## config.mk

```make
export PLATFORM = sky130hd
export DESIGN_NAME = xif_mem_responder
export DESIGN_NICKNAME = d
export VERILOG_FILES = /design/src/rtl/xif_mem_responder.sv
export SDC_FILE = /design/constraint.sdc
export NUM_CORES = 1
export LEC_CHECK = 0
export ABC_AREA = 1
export CAP_MARGIN = 20
export CORE_MARGIN = 5
export CORE_UTILIZATION = 51
export CTS_BUF_LIST = sky130_fd_sc_hd__clkbuf_2
export DETAILED_ROUTE_END_ITERATION = 6
export GPL_TIMING_DRIVEN = 0
export PLACE_DENSITY = 0.92
export SLEW_MARGIN = 10
export SYNTH_ARGS = -nofsm -noshare
export SYNTH_HDL_FRONTEND = slang
export SYNTH_SLANG_ARGS = --single-unit
```

## constraint.sdc

```tcl
create_clock -name clk_i -period 4.4 [get_ports clk_i]
set_input_delay 1.32 -clock clk_i [delete_from_list [all_inputs] [get_ports clk_i]]
set_output_delay 1.32 -clock clk_i [all_outputs]
set_load 0.1 [all_outputs]
```

## src/rtl/xif_mem_responder.sv

```systemverilog
// xif_mem_responder: serves memory requests offloaded by a coprocessor,
// optionally waits for the core to commit speculative requests, performs a
// single OBI transaction and returns a one-cycle result pulse.
// One transaction is outstanding at a time.
// Optional feature: define XIF_MEM_ALIGN_CHECK_EN to make misaligned
// requests skip the bus and return err=1.
module xif_mem_responder #(
  parameter int unsigned X_ID_WIDTH  = 4,
  parameter int unsigned X_MEM_WIDTH = 32
) (
  input  logic                   clk_i,
  input  logic                   rst_i,
  // coprocessor memory request
  input  logic                   mem_valid_i,
  output logic                   mem_ready_o,
  input  logic [X_ID_WIDTH-1:0]  mem_id_i,
  input  logic [31:0]            mem_addr_i,
  input  logic                   mem_we_i,
  input  logic [2:0]             mem_size_i,
  input  logic [3:0]             mem_be_i,
  input  logic [X_MEM_WIDTH-1:0] mem_wdata_i,
  input  logic                   mem_spec_i,
  // core commit channel
  input  logic                   commit_valid_i,
  input  logic [X_ID_WIDTH-1:0]  commit_id_i,
  input  logic                   commit_kill_i,
  // result channel (no back-pressure)
  output logic                   mem_result_valid_o,
  output logic [X_ID_WIDTH-1:0]  mem_result_id_o,
  output logic [X_MEM_WIDTH-1:0] mem_result_rdata_o,
  output logic                   mem_result_err_o,
  output logic                   mem_result_dbg_o,
  // OBI address phase
  output logic                   obi_req_o,
  input  logic                   obi_gnt_i,
  output logic [31:0]            obi_addr_o,
  output logic                   obi_we_o,
  output logic [3:0]             obi_be_o,
  output logic [X_MEM_WIDTH-1:0] obi_wdata_o,
  // OBI response phase
  input  logic                   obi_rvalid_i,
  input  logic [X_MEM_WIDTH-1:0] obi_rdata_i,
  input  logic                   obi_err_i
);

  typedef enum logic [2:0] {
    ST_IDLE        = 3'd0,
    ST_WAIT_COMMIT = 3'd1,
    ST_BUS_REQ     = 3'd2,
    ST_BUS_RESP    = 3'd3,
    ST_RESULT      = 3'd4
  } state_e;

  state_e                 state_r, state_nx_s;

  // stored request payload and captured response
  logic [X_ID_WIDTH-1:0]  id_r,    id_nx_s;
  logic [31:0]            addr_r,  addr_nx_s;
  logic                   we_r,    we_nx_s;
  logic [2:0]             size_r,  size_nx_s;
  logic [3:0]             be_r,    be_nx_s;
  logic [X_MEM_WIDTH-1:0] wdata_r, wdata_nx_s;
  logic [X_MEM_WIDTH-1:0] rdata_r, rdata_nx_s;
  logic                   err_r,   err_nx_s;

  // registered outputs
  logic                   mem_ready_r;
  logic                   res_valid_r;
  logic [X_ID_WIDTH-1:0]  res_id_r;
  logic [X_MEM_WIDTH-1:0] res_rdata_r;
  logic                   res_err_r;
  logic                   obi_req_r;
  logic [31:0]            obi_addr_r;
  logic                   obi_we_r;
  logic [3:0]             obi_be_r;
  logic [X_MEM_WIDTH-1:0] obi_wdata_r;

  // misalignment of the incoming request and of the stored request
  logic                   misal_in_s;
  logic                   misal_st_s;

`ifdef XIF_MEM_ALIGN_CHECK_EN
  function automatic logic misaligned_f(input logic [2:0] size, input logic [1:0] addr_lsb);
    logic m;
    case (size)
      3'd1:    m = addr_lsb[0];
      3'd2:    m = (addr_lsb != 2'b00);
      default: m = 1'b0;
    endcase
    return m;
  endfunction

  assign misal_in_s = misaligned_f(mem_size_i, mem_addr_i[1:0]);
  assign misal_st_s = misaligned_f(size_r, addr_r[1:0]);
`else
  assign misal_in_s = 1'b0;
  assign misal_st_s = 1'b0;
  // size is stored with the payload but only consulted by the alignment check
  logic unused_size_s;
  assign unused_size_s = ^size_r;
`endif

  // next-state and next-payload decode for the request/commit/bus sequence
  always_comb begin
    state_nx_s = state_r;
    id_nx_s    = id_r;
    addr_nx_s  = addr_r;
    we_nx_s    = we_r;
    size_nx_s  = size_r;
    be_nx_s    = be_r;
    wdata_nx_s = wdata_r;
    rdata_nx_s = rdata_r;
    err_nx_s   = err_r;
    case (state_r)
      ST_IDLE: begin
        if (mem_valid_i) begin
          id_nx_s    = mem_id_i;
          addr_nx_s  = mem_addr_i;
          we_nx_s    = mem_we_i;
          size_nx_s  = mem_size_i;
          be_nx_s    = mem_be_i;
          wdata_nx_s = mem_wdata_i;
          rdata_nx_s = {X_MEM_WIDTH{1'b0}};
          // a misaligned request reaches RESULT with err already set
          err_nx_s   = misal_in_s;
          if (!mem_spec_i) begin
            state_nx_s = misal_in_s ? ST_RESULT : ST_BUS_REQ;
          end else if (commit_valid_i && (commit_id_i == mem_id_i)) begin
            // commit arriving together with the request is honoured directly
            if (commit_kill_i) begin
              state_nx_s = ST_IDLE;
            end else begin
              state_nx_s = misal_in_s ? ST_RESULT : ST_BUS_REQ;
            end
          end else begin
            state_nx_s = ST_WAIT_COMMIT;
          end
        end else begin
          state_nx_s = ST_IDLE;
        end
      end
      ST_WAIT_COMMIT: begin
        if (commit_valid_i && (commit_id_i == id_r)) begin
          if (commit_kill_i) begin
            state_nx_s = ST_IDLE;
          end else begin
            state_nx_s = misal_st_s ? ST_RESULT : ST_BUS_REQ;
          end
        end else begin
          state_nx_s = ST_WAIT_COMMIT;
        end
      end
      ST_BUS_REQ: begin
        if (obi_gnt_i) begin
          state_nx_s = ST_BUS_RESP;
        end else begin
          state_nx_s = ST_BUS_REQ;
        end
      end
      ST_BUS_RESP: begin
        // commit kills are no longer relevant once the bus is issued
        if (obi_rvalid_i) begin
          rdata_nx_s = we_r ? {X_MEM_WIDTH{1'b0}} : obi_rdata_i;
          err_nx_s   = obi_err_i;
          state_nx_s = ST_RESULT;
        end else begin
          state_nx_s = ST_BUS_RESP;
        end
      end
      ST_RESULT: begin
        state_nx_s = ST_IDLE;
      end
      default: begin
        state_nx_s = ST_IDLE;
      end
    endcase
  end

  // state, payload and output registers; outputs are derived from next state
  always_ff @(posedge clk_i) begin
    if (rst_i) begin
      state_r     <= ST_IDLE;
      id_r        <= {X_ID_WIDTH{1'b0}};
      addr_r      <= 32'd0;
      we_r        <= 1'b0;
      size_r      <= 3'd0;
      be_r        <= 4'd0;
      wdata_r     <= {X_MEM_WIDTH{1'b0}};
      rdata_r     <= {X_MEM_WIDTH{1'b0}};
      err_r       <= 1'b0;
      mem_ready_r <= 1'b1;
      res_valid_r <= 1'b0;
      res_id_r    <= {X_ID_WIDTH{1'b0}};
      res_rdata_r <= {X_MEM_WIDTH{1'b0}};
      res_err_r   <= 1'b0;
      obi_req_r   <= 1'b0;
      obi_addr_r  <= 32'd0;
      obi_we_r    <= 1'b0;
      obi_be_r    <= 4'd0;
      obi_wdata_r <= {X_MEM_WIDTH{1'b0}};
    end else begin
      state_r     <= state_nx_s;
      id_r        <= id_nx_s;
      addr_r      <= addr_nx_s;
      we_r        <= we_nx_s;
      size_r      <= size_nx_s;
      be_r        <= be_nx_s;
      wdata_r     <= wdata_nx_s;
      rdata_r     <= rdata_nx_s;
      err_r       <= err_nx_s;
      mem_ready_r <= (state_nx_s == ST_IDLE);
      res_valid_r <= (state_nx_s == ST_RESULT);
      res_id_r    <= (state_nx_s == ST_RESULT) ? id_nx_s : {X_ID_WIDTH{1'b0}};
      res_rdata_r <= (state_nx_s == ST_RESULT) ? rdata_nx_s : {X_MEM_WIDTH{1'b0}};
      res_err_r   <= (state_nx_s == ST_RESULT) ? err_nx_s : 1'b0;
      obi_req_r   <= (state_nx_s == ST_BUS_REQ);
      obi_addr_r  <= (state_nx_s == ST_BUS_REQ) ? addr_nx_s : 32'd0;
      obi_we_r    <= (state_nx_s == ST_BUS_REQ) ? we_nx_s : 1'b0;
      obi_be_r    <= (state_nx_s == ST_BUS_REQ) ? be_nx_s : 4'd0;
      obi_wdata_r <= (state_nx_s == ST_BUS_REQ) ? wdata_nx_s : {X_MEM_WIDTH{1'b0}};
    end
  end

  assign mem_ready_o        = mem_ready_r;
  assign mem_result_valid_o = res_valid_r;
  assign mem_result_id_o    = res_id_r;
  assign mem_result_rdata_o = res_rdata_r;
  assign mem_result_err_o   = res_err_r;
  assign mem_result_dbg_o   = 1'b0;
  assign obi_req_o          = obi_req_r;
  assign obi_addr_o         = obi_addr_r;
  assign obi_we_o           = obi_we_r;
  assign obi_be_o           = obi_be_r;
  assign obi_wdata_o        = obi_wdata_r;

endmodule

```

==> metrics.txt, run 1 <==
Area growth syn-to-layout=41.57%; crit path cell chain=clkdlybuf4s50_1; initial cell density of the core=51.45%; Worst Path Buf+Inv=1; Post-Syn Nets=870; Routed Wire Length=between 15000 and 20000 um; DR DRC count=0; gpl congestion=0.8392; Post-Syn Area per Cell=9.423 um2; Power Dens Cells=about 400 mW/mm2; ANT nets after route=0; Final Critical Period=between 3000 and 4000 ps; DIE WIDTH=127.6 um; largest area contributor in the netlist=dfxtp_1; Top delay family on crit path=buffers and inverters; ant diodes=0; Layout fillers=976; Vias=5843; Setup Buffers After CTS=0; Clock Tree Buf Depth=3; critical hold path startpoint=addr_r[29]; Reg2Reg Capture Point=obi_wdata_o[23]; commonest cells in the netlist=dfxtp_1 (218), nor2_1 (210), nand2_1 (91); GRT overflow=0; worst skew pair latency=750 ps; DR vias/cell=4.708; Pleak=4.416 nW; DP Wirelength=13640 um; maximum number of pins on one net before global-route repair=14; worst hold path type=reg -> reg; Final Cycle Share=80.97%; area of the multi-input gates=0.002238 mm2; crit path capture type=output pin; hold endpoint=addr_r[29]; 1st-iter DRT viols=240; share of cells above drive strength 1=approximately an eighth; GR peak layer=met2; global-route wire length before repair=29550 um; Port Buf Inserts=226; vias in the first global route=around 6000; Post-synth ARST share=0%; Post-CTS Resized=0; FF/Latch Area=0.004364 mm2; worst path required time=3080 ps; Final Max Slew Viols=0; Final setup viols=0; Post-Syn Area=approximately 0.007 mm2; drt wl/cell=14.90 um; Reg2Reg Launch Point=state_r[0]; DRT Pass-1 Iters=4; Top Ports=231; Die ar.=0.01629 mm2; Hold Slack=494.1 ps; clk_skew=43.84 ps; Synth Flop Type=dfxtp_1; nets=1150; Post-synth EDFFs=0; clk slew on worst S/H paths=110 ps; global-route met1 utilization=23.97%; clock root buffer=clkbuf_2; YS warnings=0; Core Footprint=between 0.01 and 0.015 mm2; Slew headroom=30.24%; worst reg2reg path depth=6; number of max-cap violations=0; initial antenna violation count=0; Total GRT Usage=22.68%; Clock Sinks=218; worst setup path class=reg -> out; Max VDD drop=approximately 0.29 mV; startpoint types=register; Num CTS Buffers=52; Distinct cells, synth=25; Std-Cell Rows=43; outcome=complete, no violations; unrepaired setup endpoints after global routing=false; CP arrival=2240 ps; Post-Syn Instances=749; Fmax=approximately 280 MHz; R2R setup slack=2690 ps; top cells by area, synth=dfxtp_1 (62%), nor2_1 (11%), mux2i_1 (9.8%); #FFs+latches synth=about 220; CTS tree=yes; Chip Height=127.6 um; share of the synthesized area in the top cell type=61.83%; met3 Use GR=10.24%; hold_buf cts=0; Hold Fails Final Rpt=0; most frequent cell after synthesis=dfxtp_1; global routing usage on met2=39.80%; sequential share of the synthesized area=61.83%; fin util=72.83%; CP max stage cell=clkdlybuf4s50_1; Setup TNS=0 ps; CP max FO=1; hold depth=2; Largest stage delay, worst path=1160 ps; H-tree levels=2; Least-Margin Pin Slew=1043 ps
==> how the worst max path moves through the flow <==
stage               slack [ps]                    from  cells after the start                endpoint
floorplan                 2090             mem_id_i[1]                     11                obi_we_o
global placement          1310                   rst_i                      5             wdata_r[11]
detailed placement        1300                   rst_i                      5             wdata_r[11]
CTS                        750          obi_addr_o[31]                      1          obi_addr_o[31]
global route               700  mem_result_rdata_o[25]                      1  mem_result_rdata_o[25]
finish                     840          obi_wdata_o[6]                      1          obi_wdata_o[6]
==> registers in the layout, summed over array words and instances, names as in the netlist, 3 cells and up <==
register and count:
addr_r 32, be_r 4, id_r 4, mem_result_id_o 4, mem_result_rdata_o 32, obi_addr_o 32, obi_be_o 4, obi_wdata_o 32
rdata_r 32, state_r 3, wdata_r 32
==> metal layers <==
metal  part of all wire, %  vias to the layer above  wire length (um)
met5                     0                        -                 0
met4                   2.0                        0               362
met3                    12                       29              2221
met2                    51                      248              9430
met1                    35                     2672              6477
li1                      -                     2894                 -
==> through the flow <==
stage                     instances  worst slack (ps)  power, mW  area [um2]
final                          1241             837.4      4.041        9992
after global routing           1241             696.5      4.259        9992
after CTS                      1241             748.1      4.093        9992
after detailed placement       1155              1297      2.846        9545
after global placement         1155              1305      2.828        9545
after floorplan                 749              2087      2.606        7058
==> cell type report <==
cell class	instances	area share [%]
clock inverters	10	0.6637
repair buffers	226	22.64
inverters	51	1.916
multi-input cells	440	22.40
plain buffers	40	2.642
flip-flops and latches	218	43.68
clock buffers	76	3.807
well taps	180	2.254
==> worst min-delay path: cells and delay by family, from the launching register on <==
family           cells  cell delay (ps)
flip-flops           1              310
multiplexers         1               70
AND/OR/NAND/NOR      1               80
==> report_power, final <==
group | switching, mW | leakage (nW) | internal [mW]
clock network | 0.730 | 0.349 | 0.511
registers | 0.0258 | 1.77 | 2.06
logic | 0.452 | 2.30 | 0.263
==> cells in the final DEF, fill, tap and decap left out <==
cell / count
clkdlybuf4s50_1: 226
dfxtp_1: 218
nor2_1: 210
nand2_1: 91
clkbuf_2: 76
mux2i_1: 69
inv_1: 38
nand3_1: 34
nor2_2: 14
inv_2: 13
clkbuf_1: 12
buf_2: 10
buf_6: 10
o21ai_0: 8
buf_4: 7
clkinv_1: 7
nor2_4: 2
xnor2_1: 2
a21oi_1: 2
clkinv_2: 2
buf_1: 1
nor3_2: 1
or2_4: 1
nand4_1: 1
nand2_2: 1
o21ai_1: 1
nand3_4: 1
a22oi_2: 1
conb_1: 1
bufinv_16: 1
==> cells by family (layout without fill, tap and decap cells) <==
logic type	Yosys count	count (layout)	share of synthesized area, %
multiplexers	69	69	9.785
XOR/XNOR	2	2	0.2482
other	1	1	0.05313
AND/OR/NAND/NOR	356	356	20.67
flip-flops	218	218	61.83
buffers and inverters	91	403	6.453
AO/OA/AOI/OAI	12	12	0.9572
No activity file was read; power rests on OpenSTA's default activity.
==> inputs of run 2 (changes only) <==
--- a/config.mk
+++ b/config.mk
@@ -8,11 +8,11 @@
 export ABC_AREA = 1
 export CAP_MARGIN = 20
 export CORE_MARGIN = 5
-export CORE_UTILIZATION = 51
+export CORE_UTILIZATION = 47
 export CTS_BUF_LIST = sky130_fd_sc_hd__clkbuf_2
 export DETAILED_ROUTE_END_ITERATION = 6
 export GPL_TIMING_DRIVEN = 0
-export PLACE_DENSITY = 0.92
+export PLACE_DENSITY = 0.86
 export SLEW_MARGIN = 10
 export SYNTH_ARGS = -nofsm -noshare
 export SYNTH_HDL_FRONTEND = slang
==> constraint.sdc (replaced) <==
create_clock -name clk_i -period 3.45 [get_ports clk_i]
set_input_delay 1.035 -clock clk_i [delete_from_list [all_inputs] [get_ports clk_i]]
set_output_delay 1.035 -clock clk_i [all_outputs]
set_load 0.1 [all_outputs]
==> metrics.txt, run 2 (synthesis results as in run 1) <==
Least-Margin Pin Slew=1025 ps; Clock Tree Buf Depth=3; global-route wire length before repair=28320 um; Die ar.=0.01757 mm2; logic depth of the worst path, buffers included=1; ANT nets after route=0; Setup Buffers After CTS=0; DR vias/cell=between 4 and 5; worst hold path type=reg -> reg; DRT Pass-1 Iters=4; Port Buf Inserts=226; startpoint types=register; Int Pwr=3.503 mW; Reg2Reg Launch Point=state_r[0]; gpl congestion=0.8968; Slew headroom=31.43%; Area growth syn-to-layout=41.02%; initial antenna violation count=1; hold_buf cts=0; DIE WIDTH=132.5 um; Comb pwr share=between 15 and 20%; H-tree levels=2; CP Launch Point=mem_result_valid_o; worst setup path class=reg -> out; Final Critical Period=approximately 3300 ps; met3 Use GR=10.67%; Layout fillers=1154; share of cells above drive strength 1=between 10% and 20%; GRT overflow=0; Setup TNS=0 ps; CP arrival=2230 ps; Top delay family on crit path=buffers and inverters; Max VDD drop=0.3306 mV; global-route met1 utilization=a little over a fifth; worst path required time=roughly 2400 ps; number of max-cap violations=0; Sequential Power Share=52.9%; Power Dens Cells=a little over 500 mW/mm2; Std-Cell Rows=44; commonest cells after routing, fill and taps aside=clkdlybuf4s50_1 (226), dfxtp_1 (218), nor2_1 (210), nand2_1 (91), clkbuf_2 (70); DP Wirelength=13000 um; worst skew pair latency=around 740 ps; CP max stage cell=clkdlybuf4s50_1; Top Ports=231; Pleak=4.386 nW; maximum number of pins on one net before global-route repair=14; CP max FO=1; CTS tree=yes; Post-CTS Resized=0; vias in the first global route=around 5800; Clock power frac=29.1%; Design Area, Final=0.009953 mm2; post-placement cell area=0.009550 mm2; Reg2Reg Capture Point=obi_wdata_o[14]; Vias=5766; crit path capture type=output pin; most common cell after layout, fill and taps aside=clkdlybuf4s50_1; Clock Sinks=218; clock root buffer=clkbuf_2; DR DRC count=0; unrepaired setup endpoints after global routing=false; nets=~1200; Psw=roughly 1.5 mW; Final setup viols=0; Routed Wire Length=~18000 um; Final Max Slew Viols=0; Switching Share=30.35%; Num CTS Buffers=52; Hold Fails Final Rpt=0; GR peak layer=met2; Final Cycle Share=94.77%; clk_skew=26.18 ps; initial cell density of the core=48.20%; Total GRT Usage=19.82%; global routing usage on met2=~32%; Worst Path Buf+Inv=1; crit path to=mem_result_valid_o; Chip Height=132.5 um; worst reg2reg path depth=6; drt wl/cell=14.27 um; clk slew on worst S/H paths=90 ps; 1st-iter DRT viols=192; Fmax=~310 MHz; outcome=complete, no violations; crit path cell chain=clkdlybuf4s50_1; Core Footprint=0.01464 mm2; Largest stage delay, worst path=1160 ps; R2R setup slack=1720 ps
-- run 2: cell types whose count changed in the layout (fill, tap and decap cells not counted), sizes merged --
cell and change:
clkbuf -6, clkinv +2, inv +2, diode +1, bufinv -1
-- run 2: how the worst min path moves through the flow --
stage	endpoint	start	slack [ps]	cells past startpoint
detailed placement	wdata_r[30]	wdata_r[30]	480	2
CTS	wdata_r[30]	wdata_r[30]	500	2
global route	wdata_r[30]	wdata_r[30]	520	2
global placement	addr_r[9]	addr_r[9]	470	2
floorplan	err_r	err_r	460	2
finish	wdata_r[20]	wdata_r[20]	500	2
-- run 2: cell type report --
cell class	count	area, um2	share of cell area, %
inverters	51	191.4	1.923
flip-flops and latches	218	4364	43.85
clock buffers	70	350.3	3.520
multi-input cells	440	2238	22.49
repair buffers	226	2262	22.73
plain buffers	40	264.0	2.652
diodes	1	2.502	0.02514
well taps	184	230.2	2.313
clock inverters	13	50.05	0.5028
-- run 2: power groups by stage --
stage / clock, mW / combinational [mW] / sequential (mW)
final: 1.46 / 0.906 / 2.66
after global routing: 1.68 / 0.968 / 2.67
after CTS: 1.54 / 0.915 / 2.66
after detailed placement: 0 / 0.911 / 2.72
after global placement: 0 / 0.897 / 2.71
after floorplan: 0 / 0.363 / 2.96
-- run 2: metal layers --
metal	wire, um	share of wire, %
met1	6633	37
met2	8236	46
met3	2364	13
met5	0	0
met4	502	2.8
-- run 2: stage by stage --
stage               power (mW)  hold slack, ps  util (%)  worst slack, ps  std cells
floorplan                3.324           458.2         -             1422        749
global placement         3.610           470.0     65.22            663.1       1159
detailed placement       3.629           479.5     65.22            641.2       1159
CTS                      5.112           501.6     67.95            60.54       1242
global route             5.321           517.3     67.97            9.295       1243
finish                   5.029           497.9     67.97            180.5       1243
-- run 2: worst reg2reg max path, cell delays in order, from the launching register on --
cell     delay, ps
dfxtp_1        410
nor3_2          50
nand2_1        190
buf_4          270
buf_4          250
mux2i_1        330
nor2_1          90
==> inputs of run 3 (changes only) <==
--- a/config.mk
+++ b/config.mk
@@ -7,6 +7,7 @@
 export LEC_CHECK = 0
 export ABC_AREA = 1
 export CAP_MARGIN = 20
+export CORE_ASPECT_RATIO = 1.75
 export CORE_MARGIN = 5
 export CORE_UTILIZATION = 47
 export CTS_BUF_LIST = sky130_fd_sc_hd__clkbuf_2
==> metrics.txt, run 3 (synthesis results as in run 1) <==
Total GRT Usage=20.64%; initial cell density of the core=47.57%; Std-Cell Rows=59; Routed Wire Length=18520 um; Chip Height=approximately 170 um; hold_buf cts=0; Final Cycle Share=95.02%; clk_skew=68.43 ps; crit path capture type=output pin; DR vias/cell=~4.6; hold depth=2; Area growth syn-to-layout=42.33%; DR DRC count=0; Fmax=305.1 MHz; nets=roughly 1100; Power Dens Cells=526.1 mW/mm2; commonest cells after routing, fill and taps aside=clkdlybuf4s50_1 (226), dfxtp_1 (218), nor2_1 (210), nand2_1 (91), clkbuf_2 (71); pre-CTS worst setup slack=approximately 550 ps; post-placement cell area=about 0.0095 mm2; GRT overflow=0; total power draw=between 5 and 6 mW; fin util=between 60 and 70%; worst skew pair latency=740 ps; worst setup path class=reg -> out; Final Critical Period=approximately 3300 ps; Top delay family on crit path=buffers and inverters; Vias=5745; DRT Pass-1 Iters=4; ANT nets after route=0; initial antenna violation count=1; Final Max Slew Viols=0; Clock Sinks=218; clk slew on worst S/H paths=between 100 and 150 ps; 1st-iter DRT viols=114; placed insts=1158; global-route wire length before repair=~29000 um; startpoint types=register; H-tree levels=2; CP max stage cell=clkdlybuf4s50_1; unrepaired setup endpoints after global routing=false; Slew headroom=29.64%; worst path required time=~2400 ps; Hold Slack=488.2 ps; Core Footprint=0.01484 mm2; Port Buf Inserts=226; drt wl/cell=approximately 15 um; crit path cell chain=clkdlybuf4s50_1; Setup Buffers After CTS=0; CP arrival=approximately 2200 ps; setup ws final=172.0 ps; gpl congestion=~0.86; Final setup viols=0; Worst Path Buf+Inv=1; R2R setup slack=1690 ps; vias in the first global route=about 6000; logic depth of the worst path, buffers included=1; CTS tree=yes; number of max-cap violations=0; Num CTS Buffers=48; Max VDD drop=0.3092 mV; Hold Fails Final Rpt=0; CP max FO=1; worst hold path type=reg -> reg; most common cell after layout, fill and taps aside=clkdlybuf4s50_1; Die ar.=0.01766 mm2; DP Wirelength=13920 um; Design Area, Final=0.01005 mm2; Post-CTS Resized=0; DIE WIDTH=102.6 um; Least-Margin Pin Slew=1052 ps; share of cells above drive strength 1=13.01%; worst reg2reg path depth=6; clock root buffer=clkbuf_2; Pleak=about 4.4 nW; maximum number of pins on one net before global-route repair=14; Clock Tree Buf Depth=3; Largest stage delay, worst path=1160 ps; Top Ports=around 230; outcome=complete, no violations; final cell count without fillers=1245; Setup TNS=0 ps
## run 3: cell types whose count changed in the layout (fill, tap and decap cells not counted), sizes merged
cell	delta
bufinv	+3
inv	-2
clkbuf	+1
clkinv	+1
## run 3: report_power, final
part | total [mW] | switching (mW) | internal (mW) | leakage (nW)
Sequential | 2.66 | 0.0331 | 2.63 | 1.77
Clock | 1.72 | 0.947 | 0.772 | 0.363
Combinational | 0.905 | 0.569 | 0.335 | 2.30
Total | 5.28 | 1.55 | 3.74 | 4.43
## run 3: final timing paths
check / start / end
max: obi_addr_o[22] / obi_addr_o[22]
min: wdata_r[12] / obi_wdata_o[12]
min reg2reg: wdata_r[12] / obi_wdata_o[12]
max reg2reg: state_r[0] / wdata_r[19]
## run 3: area by class of cell
| type | instances | area [um2] |
|---|---|---|
| inverters | 51 | 191.4 |
| clock buffers | 71 | 355.3 |
| repair buffers | 226 | 2262 |
| clock inverters | 15 | 138.9 |
| well taps | 183 | 229.0 |
| flip-flops and latches | 218 | 4364 |
| multi-input cells | 440 | 2238 |
| diodes | 1 | 2.502 |
| fillers | 1191 | 4792 |
| plain buffers | 40 | 264.0 |
## run 3: tightest hold or removal path, stage by stage, from the launching register on
cell and delay (ps):
dfxtp_1 320, mux2i_1 80, nor2_1 90
## run 3: metal layers
metal  part of all wire [%]  up-vias  global-route usage [%]
met1                     32     2600                   18.73
met3                    7.1       63                   5.652
met5                      0        -                       0
met2                     55      193                   39.20
met4                    5.5        0                   12.45
li1                       -     2889                       -
